--- src/rtl/chip8_video_pkg.sv ---
// ---------------------------------------------------------------------------
// chip8_video_pkg
// Shared definitions for the CHIP-8 video path: framebuffer geometry, the
// byte-addressing rule used by both the sprite drawer and the VGA scan-out,
// and the sprite drawer's state encoding.
//
// Framebuffer layout: pixel (px,py) lives in bit px%8 of byte
// py*FB_BYTES_PER_ROW + px/8, with bit 0 being the leftmost pixel of the byte.
// ---------------------------------------------------------------------------
package chip8_video_pkg;

  localparam int FB_WIDTH         = 64;
  localparam int FB_HEIGHT        = 32;
  localparam int FB_BYTES_PER_ROW = FB_WIDTH / 8;
  localparam int FB_ADDR_W        = 8;

  // Number of pixels packed into one framebuffer byte and the pixel-index
  // bits that select a bit inside that byte.
  localparam int PIXELS_PER_BYTE  = 8;
  localparam int PIXEL_BIT_W      = 3;

  typedef enum logic [3:0] {
    ST_IDLE,
    ST_SPR_RD,
    ST_SPR_LATCH,
    ST_FB0_RD,
    ST_FB0_WR,
    ST_FB1_RD,
    ST_FB1_WR,
    ST_ROW_NEXT,
    ST_DONE
  } draw_state_e;

  // Byte address of framebuffer column byte 'col' on pixel row 'row'.
  function automatic logic [FB_ADDR_W-1:0] fb_byte_addr(input logic [7:0] row,
                                                        input logic [7:0] col);
    return FB_ADDR_W'(int'(row) * FB_BYTES_PER_ROW + int'(col));
  endfunction

endpackage

--- src/rtl/sprite_row_align.sv ---
// ---------------------------------------------------------------------------
// sprite_row_align
// Turns one sprite byte into the two framebuffer XOR masks it touches.
// Sprite bytes are MSB-leftmost while framebuffer bytes are LSB-leftmost, so
// the byte is bit-reversed first and then shifted left by the pixel offset
// inside the first framebuffer byte; the bits that overflow land in the next
// framebuffer byte.
//
// Ports:
//   sprite_byte  in  8  sprite row as fetched from main memory
//   shift        in  3  x0 % 8
//   mask0        out 8  XOR mask for framebuffer byte col0
//   mask1        out 8  XOR mask for framebuffer byte col0+1 (0 when shift=0)
// ---------------------------------------------------------------------------
module sprite_row_align
  import chip8_video_pkg::*;
(
  input  logic [7:0]             sprite_byte,
  input  logic [PIXEL_BIT_W-1:0] shift,
  output logic [7:0]             mask0,
  output logic [7:0]             mask1
);

  logic [7:0]  rev;
  logic [15:0] wide;

  always_comb begin
    for (int b = 0; b < PIXELS_PER_BYTE; b++) begin
      rev[b] = sprite_byte[7-b];
    end
    // Upper half of the widened shift equals rev >> (8 - shift).
    wide  = {8'd0, rev} << shift;
    mask0 = wide[7:0];
    mask1 = wide[15:8];
  end

endmodule

--- src/rtl/sprite_draw.sv ---
// ---------------------------------------------------------------------------
// sprite_draw
// CHIP-8 DXYN executor. Fetches N sprite rows from main memory starting at I
// and XORs them into the 64x32 framebuffer through read-modify-write cycles,
// reporting whether any lit pixel was turned off (VF). Owns the framebuffer
// write port; scan-out uses the other port of the dual-port RAM.
//
// Ports:
//   clk, rst_n      clock, synchronous active-low reset
//   start           1-cycle request, only honoured in IDLE
//   x, y, n         sprite position (Vx, Vy) and height in rows
//   i_addr          sprite base address (I)
//   busy / done     busy from the cycle after start through done; done pulses
//   collision       VF result, valid at done, held until the next start
//   mem_read/addr   main memory read port, mem_data valid one cycle later
//   fb_read/write   framebuffer strobes, fb_addr byte address, fb_wdata data
//   fb_rdata        framebuffer read data, valid one cycle after fb_read
// ---------------------------------------------------------------------------
module sprite_draw
  import chip8_video_pkg::*;
#(
  parameter int FB_WIDTH   = 64,
  parameter int FB_HEIGHT  = 32,
  parameter int MEM_ADDR_W = 12
) (
  input  logic                  clk,
  input  logic                  rst_n,
  input  logic                  start,
  input  logic [7:0]            x,
  input  logic [7:0]            y,
  input  logic [3:0]            n,
  input  logic [MEM_ADDR_W-1:0] i_addr,
  output logic                  busy,
  output logic                  done,
  output logic                  collision,
  output logic                  mem_read,
  output logic [MEM_ADDR_W-1:0] mem_addr,
  input  logic [7:0]            mem_data,
  output logic                  fb_read,
  output logic                  fb_write,
  output logic [FB_ADDR_W-1:0]  fb_addr,
  output logic [7:0]            fb_wdata,
  input  logic [7:0]            fb_rdata
);

  localparam int X_W   = $clog2(FB_WIDTH);
  localparam int Y_W   = $clog2(FB_HEIGHT);
  localparam int COL_W = X_W - PIXEL_BIT_W;
  localparam logic [COL_W-1:0] LAST_COL = COL_W'(FB_WIDTH / PIXELS_PER_BYTE - 1);

  draw_state_e           state_q, state_d;
  logic [X_W-1:0]        x0_q, x0_d;
  logic [Y_W-1:0]        y0_q, y0_d;
  logic [3:0]            n_q, n_d;
  logic [MEM_ADDR_W-1:0] i_q, i_d;
  logic [4:0]            row_q, row_d;
  logic [7:0]            mask0_q, mask0_d;
  logic [7:0]            mask1_q, mask1_d;
  logic                  wsel_q, wsel_d;
  logic                  collision_q, collision_d;
  logic                  busy_q, busy_d;
  logic                  done_q, done_d;
  logic                  mem_read_q, mem_read_d;
  logic [MEM_ADDR_W-1:0] mem_addr_q, mem_addr_d;
  logic                  fb_read_q, fb_read_d;
  logic                  fb_write_q, fb_write_d;
  logic [FB_ADDR_W-1:0]  fb_addr_q, fb_addr_d;

  logic [PIXEL_BIT_W-1:0] shift;
  logic [COL_W-1:0]       col0;
  logic [7:0]             align_m0, align_m1;
  logic [4:0]             next_row;
  logic [7:0]             line_y;
  logic [7:0]             next_line_y;
  logic [7:0]             wr_mask;

  assign shift       = x0_q[PIXEL_BIT_W-1:0];
  assign col0        = x0_q[X_W-1:PIXEL_BIT_W];
  assign next_row    = row_q + 5'd1;
  assign line_y      = 8'(y0_q) + 8'(row_q);
  assign next_line_y = 8'(y0_q) + 8'(next_row);
  assign wr_mask     = wsel_q ? mask1_q : mask0_q;

  sprite_row_align u_align (
    .sprite_byte (mem_data),
    .shift       (shift),
    .mask0       (align_m0),
    .mask1       (align_m1)
  );

  // Write data has to come straight from the RAM read port: fb_rdata only
  // becomes valid in the write cycle itself, so it cannot be registered first.
  assign fb_wdata  = fb_write_q ? (fb_rdata ^ wr_mask) : 8'd0;

  assign busy      = busy_q;
  assign done      = done_q;
  assign collision = collision_q;
  assign mem_read  = mem_read_q;
  assign mem_addr  = mem_addr_q;
  assign fb_read   = fb_read_q;
  assign fb_write  = fb_write_q;
  assign fb_addr   = fb_addr_q;

  // Next-state logic. Strobes and addresses are decoded for the state being
  // entered so that they come out of flops aligned with that state.
  always_comb begin
    state_d     = state_q;
    x0_d        = x0_q;
    y0_d        = y0_q;
    n_d         = n_q;
    i_d         = i_q;
    row_d       = row_q;
    mask0_d     = mask0_q;
    mask1_d     = mask1_q;
    wsel_d      = wsel_q;
    collision_d = collision_q;
    mem_read_d  = 1'b0;
    mem_addr_d  = '0;
    fb_read_d   = 1'b0;
    fb_write_d  = 1'b0;
    fb_addr_d   = '0;

    case (state_q)
      ST_IDLE: begin
        if (start) begin
          x0_d        = X_W'(32'(x) % FB_WIDTH);
          y0_d        = Y_W'(32'(y) % FB_HEIGHT);
          n_d         = n;
          i_d         = i_addr;
          row_d       = 5'd0;
          collision_d = 1'b0;
          if (n != 4'd0) begin
            state_d    = ST_SPR_RD;
            mem_read_d = 1'b1;
            mem_addr_d = i_addr;
          end else begin
            state_d = ST_DONE;
          end
        end
      end

      ST_SPR_RD: begin
        state_d = ST_SPR_LATCH;
      end

      ST_SPR_LATCH: begin
        mask0_d   = align_m0;
        mask1_d   = align_m1;
        state_d   = ST_FB0_RD;
        fb_read_d = 1'b1;
        fb_addr_d = fb_byte_addr(line_y, 8'(col0));
      end

      ST_FB0_RD: begin
        state_d    = ST_FB0_WR;
        fb_write_d = 1'b1;
        fb_addr_d  = fb_addr_q;
        wsel_d     = 1'b0;
      end

      ST_FB0_WR: begin
        collision_d = collision_q | (|(fb_rdata & mask0_q));
        // The second byte is only needed when the sprite straddles a byte
        // boundary and that byte is still on screen.
        if (shift != '0 && col0 != LAST_COL) begin
          state_d   = ST_FB1_RD;
          fb_read_d = 1'b1;
          fb_addr_d = fb_byte_addr(line_y, 8'(col0) + 8'd1);
        end else begin
          state_d = ST_ROW_NEXT;
        end
      end

      ST_FB1_RD: begin
        state_d    = ST_FB1_WR;
        fb_write_d = 1'b1;
        fb_addr_d  = fb_addr_q;
        wsel_d     = 1'b1;
      end

      ST_FB1_WR: begin
        collision_d = collision_q | (|(fb_rdata & mask1_q));
        state_d     = ST_ROW_NEXT;
      end

      ST_ROW_NEXT: begin
        row_d = next_row;
        // Rows below the bottom edge are clipped, so stop fetching there.
        if (next_row == {1'b0, n_q} || next_line_y == 8'(FB_HEIGHT)) begin
          state_d = ST_DONE;
        end else begin
          state_d    = ST_SPR_RD;
          mem_read_d = 1'b1;
          mem_addr_d = i_q + MEM_ADDR_W'(next_row);
        end
      end

      ST_DONE: begin
        state_d = ST_IDLE;
      end

      default: begin
        state_d = ST_IDLE;
      end
    endcase

    busy_d = (state_d != ST_IDLE);
    done_d = (state_d == ST_DONE);
  end

  // State and registered outputs.
  always_ff @(posedge clk) begin
    if (!rst_n) begin
      state_q     <= ST_IDLE;
      x0_q        <= '0;
      y0_q        <= '0;
      n_q         <= '0;
      i_q         <= '0;
      row_q       <= '0;
      mask0_q     <= '0;
      mask1_q     <= '0;
      wsel_q      <= 1'b0;
      collision_q <= 1'b0;
      busy_q      <= 1'b0;
      done_q      <= 1'b0;
      mem_read_q  <= 1'b0;
      mem_addr_q  <= '0;
      fb_read_q   <= 1'b0;
      fb_write_q  <= 1'b0;
      fb_addr_q   <= '0;
    end else begin
      state_q     <= state_d;
      x0_q        <= x0_d;
      y0_q        <= y0_d;
      n_q         <= n_d;
      i_q         <= i_d;
      row_q       <= row_d;
      mask0_q     <= mask0_d;
      mask1_q     <= mask1_d;
      wsel_q      <= wsel_d;
      collision_q <= collision_d;
      busy_q      <= busy_d;
      done_q      <= done_d;
      mem_read_q  <= mem_read_d;
      mem_addr_q  <= mem_addr_d;
      fb_read_q   <= fb_read_d;
      fb_write_q  <= fb_write_d;
      fb_addr_q   <= fb_addr_d;
    end
  end

endmodule

--- config.mk ---
export PLATFORM = sky130hd
export DESIGN_NAME = sprite_draw
export DESIGN_NICKNAME = d
export VERILOG_FILES = /design/src/rtl/chip8_video_pkg.sv /design/src/rtl/sprite_row_align.sv /design/src/rtl/sprite_draw.sv
export SDC_FILE = /design/constraint.sdc
export NUM_CORES = 1
export LEC_CHECK = 0
export CELL_PAD_IN_SITES_DETAIL_PLACEMENT = 2
export CELL_PAD_IN_SITES_GLOBAL_PLACEMENT = 2
export CORE_MARGIN = 5
export CORE_UTILIZATION = 30
export DETAILED_ROUTE_END_ITERATION = 10
export PLACE_DENSITY = 0.85
export SLEW_MARGIN = 15
export SYNTH_ARGS = -nofsm -noshare
export SYNTH_HDL_FRONTEND = slang
export SYNTH_HIERARCHICAL = 1
export SYNTH_SLANG_ARGS = --single-unit
--- constraint.sdc ---
create_clock -name clk -period 3.1 [get_ports clk]
set_input_delay 0.31 -clock clk [delete_from_list [all_inputs] [get_ports clk]]
set_output_delay 0.31 -clock clk [all_outputs]
set_load 0.01 [all_outputs]
Word-level counts from Yosys, hierarchy flattened:

Cells that the tools add are included.

* register bits: 79
* input bits: 51

* add/subtract/negate cells: 7
* equality and inequality tests: 12
* shift-type cells: 1
* muxes and demuxes: 25
* bitwise gates (word level): 5
* reductions and logical operators: 15

Operators by type and width (count)
* 12-bit two-way mux: 3
* 4-bit case mux with 8 select lines: 1
* 8-bit two-way mux: 3
* 12-bit case mux with 2 select lines: 1
* 8-bit case mux with 3 select lines: 1
* 8-bit bitwise AND: 2
* 4-bit by 3-bit equality test with 1-bit output, second input constant: 4
* 8-bit OR reduction: 2
* 8-bit by 3-bit left shift with 16-bit output: 1
* 12-bit by 5-bit adder with 12-bit output: 1
* 4-bit two-way mux: 3
* 5-bit case mux with 2 select lines: 1
* 8-bit by 3-bit adder with 8-bit output: 1
* 8-bit by 4-bit adder with 8-bit output: 1
* 4-bit by 2-bit equality test with 1-bit output, second input constant: 2
* 4-bit nonzero test: 2
* 8-bit XOR: 1
* 5-bit by 5-bit adder with 6-bit output: 1
* 6-bit equality test, second input constant: 1
* 1-bit two-way mux: 6
* 1-bit case mux with 2 select lines: 3
* 2-bit AND reduction: 3
* 3-bit nonzero test: 2
* 5-bit by 1-bit adder with 5-bit output, second input constant: 1
* 16 further kinds: 18

Longest topological paths before layout:

Gate-level depths: netlist of the first run.

* word-level depth: 7
* mapped depth: 12
* gate-level depth less buffers: 11

By module:

Netlist of the first run, hierarchy kept.

By module, submodules not included
* sprite_draw: times used 1, cells each 486, area an instance 3987.6 µm², seq. area each 1581.5 µm²
* sprite_row_align: times used 1, cells each 51, area an instance 387.9 µm², seq. area each 0.0 µm²

Worst setup path before layout of the first run:

No wires, ideal clock.

* kind: register to register
* start point: register row_q[0]
* end point: register mem_addr_q[10] (netlist: mem_addr[10])
* setup time: 115 ps
* data arrival time: 2485 ps
* slack: 500 ps
* stages on the path, launching flop included: 11
* buffers on the path: 1
* clock period less this slack: 2600 ps
* cell sequence: dfxtp_1 ha_1 inv_1 fa_1 xnor2_1 or4b_4 a2111oi_4 a31oi_2 nand4_2 buf_6 o21ai_2

* cells in the longest elaborated chain, start to end: 6
* elaborated cells on any way between the ends: 8

Ends and longest elaborated chain
* start: declaration: RTL line sprite_draw.sv:56 `logic [4:0] row_q, row_d;`
* start signal: assignment: RTL line sprite_draw.sv:237 `row_q <= row_d;`
* 5-bit by 1-bit adder with 5-bit output (*): RTL line sprite_draw.sv:79 `assign next_row = row_q + 5'd1;`
* 5-bit by 5-bit adder with 6-bit output: RTL line sprite_draw.sv:81 `assign next_line_y = 8'(y0_q) + 8'(next_row);`
* 6-bit equality test: RTL line sprite_draw.sv:189 `if (next_row == {1'b0, n_q} || next_line_y == 8'(FB_HEIGHT)) begin`
* 1-bit logical OR: RTL line sprite_draw.sv:189
* 12-bit two-way mux (*): RTL line sprite_draw.sv:189
* 12-bit case mux with 2 select lines (*): RTL line sprite_draw.sv:123 `case (state_q)`
* end signal: assignment: RTL line sprite_draw.sv:245 `mem_addr_q <= mem_addr_d;`
* end: declaration: RTL line sprite_draw.sv:64 `logic [MEM_ADDR_W-1:0] mem_addr_q, mem_addr_d;`

Every way passes the cells marked *; elsewhere a longest branch is shown, timed or not.
A chain may end at the register's enable or synchronous reset.

Final worst setup path of the first run:

* start point: register row_q[1]
* end point: register mem_addr_q[9] (netlist: mem_addr[9])

The elaborated chain is that of the path after synthesis.

==> run_summary.xml, run 1 <==
<?xml version="1.0" encoding="UTF-8"?>
<metrics>
  <group name="worst_setup_path">
    <metric name="gate_family_responsible_for_the_most_delay_along_the_worst_path" unit="">compound AO/OA/AOI/OAI gates</metric>
    <metric name="rr_worst_depth" unit="">10</metric>
    <metric name="worstReg2RegStart" unit="">row_q[1]</metric>
    <metric name="critical_path.most_common_cell" unit="">buf_4</metric>
    <metric name="worst-path-buf-inv" unit="">2</metric>
    <metric name="flop_to_flop_setup_slack" unit="ps">220</metric>
    <metric name="critical_path.max_stage_delay" unit="ps">440</metric>
    <metric name="criticalPathCategory" unit="">flop to flop</metric>
    <metric name="sort_of_element_at_the_start_of_the_critical_path" unit="">flop</metric>
    <metric name="critPathArrivalTime" unit="ps">3150</metric>
    <metric name="timing.critical_path.cells" unit="">ha_2 -&gt; xor2_1 -&gt; buf_4 -&gt; ha_1 -&gt; a211oi_1 -&gt; mux2_2 -&gt; a31oi_2 -&gt; nand4_4 -&gt; buf_4 -&gt; o21ai_2</metric>
    <metric name="worst_ep_required_time" unit="ps">3370</metric>
    <metric name="worstSetupEndpointType" unit="">flop</metric>
    <metric name="crit_path_max_fanout" unit="">7</metric>
    <metric name="cpMaxStageDelayCell" unit="">dfxtp_1</metric>
    <metric name="worstReg2RegEnd" unit="">mem_addr[9]</metric>
  </group>
  <group name="clocking">
    <metric name="cts_tree" unit="">built</metric>
    <metric name="hold_buffers" unit="">0</metric>
    <metric name="cts_buffers" unit="">9</metric>
    <metric name="clk_root_buffer_cell" unit="">clkbuf_16</metric>
    <metric name="clkSinkCount" unit="">79</metric>
    <metric name="ctsLongestPathBuffers" unit="">2</metric>
    <metric name="clk_transition_reported_paths" unit="ps">60</metric>
    <metric name="ctsHtreeMaxLevel" unit="">3</metric>
    <metric name="clk_latency" unit="ps">340</metric>
  </group>
  <group name="run">
    <metric name="maximum_capacitance_violations" unit="">0</metric>
  </group>
  <group name="synth">
    <metric name="synth_flop_cell" unit="">dfxtp_1</metric>
    <metric name="mappedNetlistNets" unit="">609</metric>
    <metric name="synth.ff_latch_count" unit="">79</metric>
    <metric name="synth.avg_cell_area" unit="um2">8.148</metric>
    <metric name="synth_top_area_share" unit="%">36.15</metric>
    <metric name="synth_sequential_area_ratio" unit="%">36.15</metric>
    <metric name="synthesis.yosys.warnings" unit="">6</metric>
    <metric name="yosys.cell_types.count" unit="">58</metric>
    <metric name="synthesis.instances" unit="">537</metric>
    <metric name="postSynth.asyncResetShare" unit="%">0</metric>
    <metric name="synth_top_cell_by_area" unit="">dfxtp_1</metric>
    <metric name="synthTopCellsByArea" unit="">dfxtp_1, nand2_1, a21oi_1</metric>
    <metric name="synth_edf_count" unit="">0</metric>
    <metric name="synthesis.area" unit="um2">4375</metric>
  </group>
  <group name="timing">
    <metric name="worst_slew_margin_rel" unit="%">36.91</metric>
    <metric name="rsz0062_at_grt" unit="">false</metric>
    <metric name="timing.final.crit_period" unit="ps">2882</metric>
    <metric name="final_min_period_over_clock_period" unit="%">92.96</metric>
    <metric name="max_slew.worst_pin.slew" unit="ps">942.8</metric>
    <metric name="finClkSkew" unit="ps">7.117</metric>
    <metric name="finalHoldViolCount" unit="">0</metric>
    <metric name="maxSlewViolCount" unit="">0</metric>
    <metric name="setup_viol_count_final" unit="">0</metric>
    <metric name="timing.setup.tns" unit="ps">0</metric>
    <metric name="timing.final.ws_setup" unit="ps">218.1</metric>
    <metric name="maxClockFrequency" unit="MHz">347.0</metric>
  </group>
  <group name="layout">
    <metric name="layout.cells.most_common" unit="">nand2_1</metric>
    <metric name="layout-drive-gt1-share" unit="%">9.431</metric>
    <metric name="n_antenna_cell" unit="">0</metric>
    <metric name="final_cell_mix" unit="">nand2_1, dfxtp_1, clkdlybuf4s50_1, a21oi_1, nor2_1</metric>
    <metric name="area_delta_synth_final" unit="%">29.25</metric>
    <metric name="num-nets-final" unit="">682</metric>
  </group>
  <group name="power_and_ir_drop">
    <metric name="leakagePower" unit="nW">2.089</metric>
    <metric name="power.density" unit="nW/um2">513.5</metric>
    <metric name="vdd_drop_max" unit="mV">0.2189</metric>
  </group>
  <group name="routing">
    <metric name="antenna_left" unit="">0</metric>
    <metric name="finalWirelength" unit="mm">14.39</metric>
    <metric name="vias" unit="">4099</metric>
    <metric name="detail_route.iter0.violations" unit="">110</metric>
    <metric name="drt_pass1_iterations" unit="">4</metric>
    <metric name="wire_per_inst" unit="um">18.01</metric>
    <metric name="routed_via_density" unit="">5.130</metric>
    <metric name="residual_drc" unit="">0</metric>
  </group>
  <group name="grt">
    <metric name="grt_use_total" unit="%">17.33</metric>
    <metric name="grt_antenna_before_repair" unit="">0</metric>
    <metric name="wire_length_of_the_first_global_routing_pass" unit="mm">23.49</metric>
    <metric name="global_route_total_overflow" unit="">0</metric>
    <metric name="grt_pass1_vias" unit="">4641</metric>
    <metric name="grt_start_max_net_pins" unit="">37</metric>
  </group>
  <group name="place">
    <metric name="dpl.hpwl" unit="mm">10.86</metric>
    <metric name="place_congestion" unit="">0.8504</metric>
    <metric name="minimum_setup_slack_after_placement" unit="ps">150.8</metric>
    <metric name="placement.io_buffers" unit="">79</metric>
  </group>
  <group name="hold_path">
    <metric name="holdPathStages" unit="">2</metric>
    <metric name="worst_hold_path.endpoint" unit="">i_q[11]</metric>
    <metric name="holdCritPathClass" unit="">flop to flop</metric>
    <metric name="hp-start" unit="">i_q[11]</metric>
  </group>
  <group name="outcome">
    <metric name="run_status" unit="">finished, final reports clean</metric>
  </group>
  <group name="floorplan">
    <metric name="rows" unit="">44</metric>
    <metric name="coreArea" unit="um2">14420</metric>
    <metric name="initial_utilization" unit="%">30.33</metric>
    <metric name="die_w" unit="um">130.8</metric>
    <metric name="chipHeight" unit="um">130.8</metric>
    <metric name="boundaryPins" unit="">85</metric>
    <metric name="die_area" unit="um2">17100</metric>
  </group>
</metrics>
-- per-stage QoR --
stage	power (mW)	cells	area, um2	utilization [%]	hold WS [ps]
3_3_place_gp	1.845	783	5349	37.08	450.4
4_1_cts	2.934	799	5644	39.13	478.2
2_1_floorplan	1.609	537	4375	-	418.5
3_5_place_dp	1.887	783	5349	37.08	468.8
6_report	2.904	799	5655	39.21	472.9
5_1_grt	3.058	799	5655	39.21	505.9
-- Yosys cell counts, types with 3 or more instances --
cell        n
nand2_1   125
and2_1      9
a22oi_1     5
mux2_2      3
dfxtp_1    79
fa_1        3
buf_2       9
a211oi_1    4
a22o_1      4
mux2i_1    14
nand3_1    17
xnor2_1    19
ha_1       18
xor2_1     14
a31oi_1     4
clkbuf_1   15
a221oi_1    4
a21oi_1    66
and3_1      6
nor3_1      7
nor2b_1     3
a21o_1      3
o21ai_2    10
mux2_4      4
inv_1      14
nor2_1     23
o21ai_0    16
-- layout make-up --
class / count / area, um2
Timing Repair Buffer: 90 / 873.3
Clock inverter: 4 / 28.78
Fill cell: 1644 / 8768
Multi-Input combinational cell: 413 / 2611
Clock buffer: 12 / 266.5
Sequential cell: 79 / 1582
Tap cell: 184 / 230.2
Inverter: 17 / 63.81
-- sequential cells by signal, summed over array words and instances, names as in the netlist, 4 cells and up --
name	cells
fb_addr	8
i_q	12
mask0_q	8
mask1_q	8
mem_addr	12
n_q	4
row_q	5
state_q	4
x0_q	6
y0_q	5
-- per-layer routing --
layer | routed length, um | part of all wire [%] | up-vias | track usage, %
li1 | - | - | 1995 | -
met1 | 6644 | 46 | 2035 | 21.63
met2 | 7151 | 50 | 55 | 30.89
met3 | 400 | 2.8 | 14 | 2.764
met4 | 195 | 1.4 | 0 | 4.840
met5 | 0 | 0 | - | 0
-- how the worst max path moves through the flow --
stage / cells after the start / endpoint / slack [ps] / start
final: 10 / mem_addr[9] / 220 / row_q[1]
after global routing: 10 / mem_addr[9] / 20 / row_q[1]
after CTS: 10 / mem_addr[9] / 130 / row_q[0]
after detailed placement: 10 / mem_addr[9] / 150 / row_q[0]
after global placement: 10 / mem_addr[6] / 200 / row_q[0]
after floorplan: 10 / mem_addr[10] / 500 / row_q[0]
-- tightest hold or removal path, delay by kind of cell, from the launching register on --
kind	cells	cell delay (ps)
simple gates	1	60
flops	1	320
compound gates	1	50
-- cells by family after synthesis --
| kind of cell | count (synthesis) | share of synthesized area, % |
|---|---|---|
| muxes | 23 | 6.377 |
| xor gates and xnor gates | 33 | 6.606 |
| other | 1 | 0.08571 |
| DFF | 79 | 36.15 |
| AOI/OAI and AO/OA | 128 | 18.44 |
| and+or+nand+nor | 207 | 21.28 |
| buffers and inverters | 45 | 4.547 |
| adders and majority gates | 21 | 6.520 |
-- power by group --
group / internal [mW] / switching [mW]
registers: 1.10 / 0.107
clock network: 0.608 / 0.432
logic: 0.289 / 0.369
-- timing repair --
action                                  4_1_cts  5_1_grt
buffers inserted                              0        0
endpoints found under the setup margin        0        7
endpoints found under the hold margin         0        0
resized for setup                             0        2
Power figures use the tool's default switching activity.
==> run 2, diff against run 1 <==
--- a/config.mk
+++ b/config.mk
@@ -5,6 +5,7 @@
 export SDC_FILE = /design/constraint.sdc
 export NUM_CORES = 1
 export LEC_CHECK = 0
+export ABC_CLOCK_PERIOD_IN_PS = 3100
 export CELL_PAD_IN_SITES_DETAIL_PLACEMENT = 2
 export CELL_PAD_IN_SITES_GLOBAL_PLACEMENT = 2
 export CORE_MARGIN = 5
==> results of run 2 <==
Final layout, timing and power as in run 1 (identical DEF).
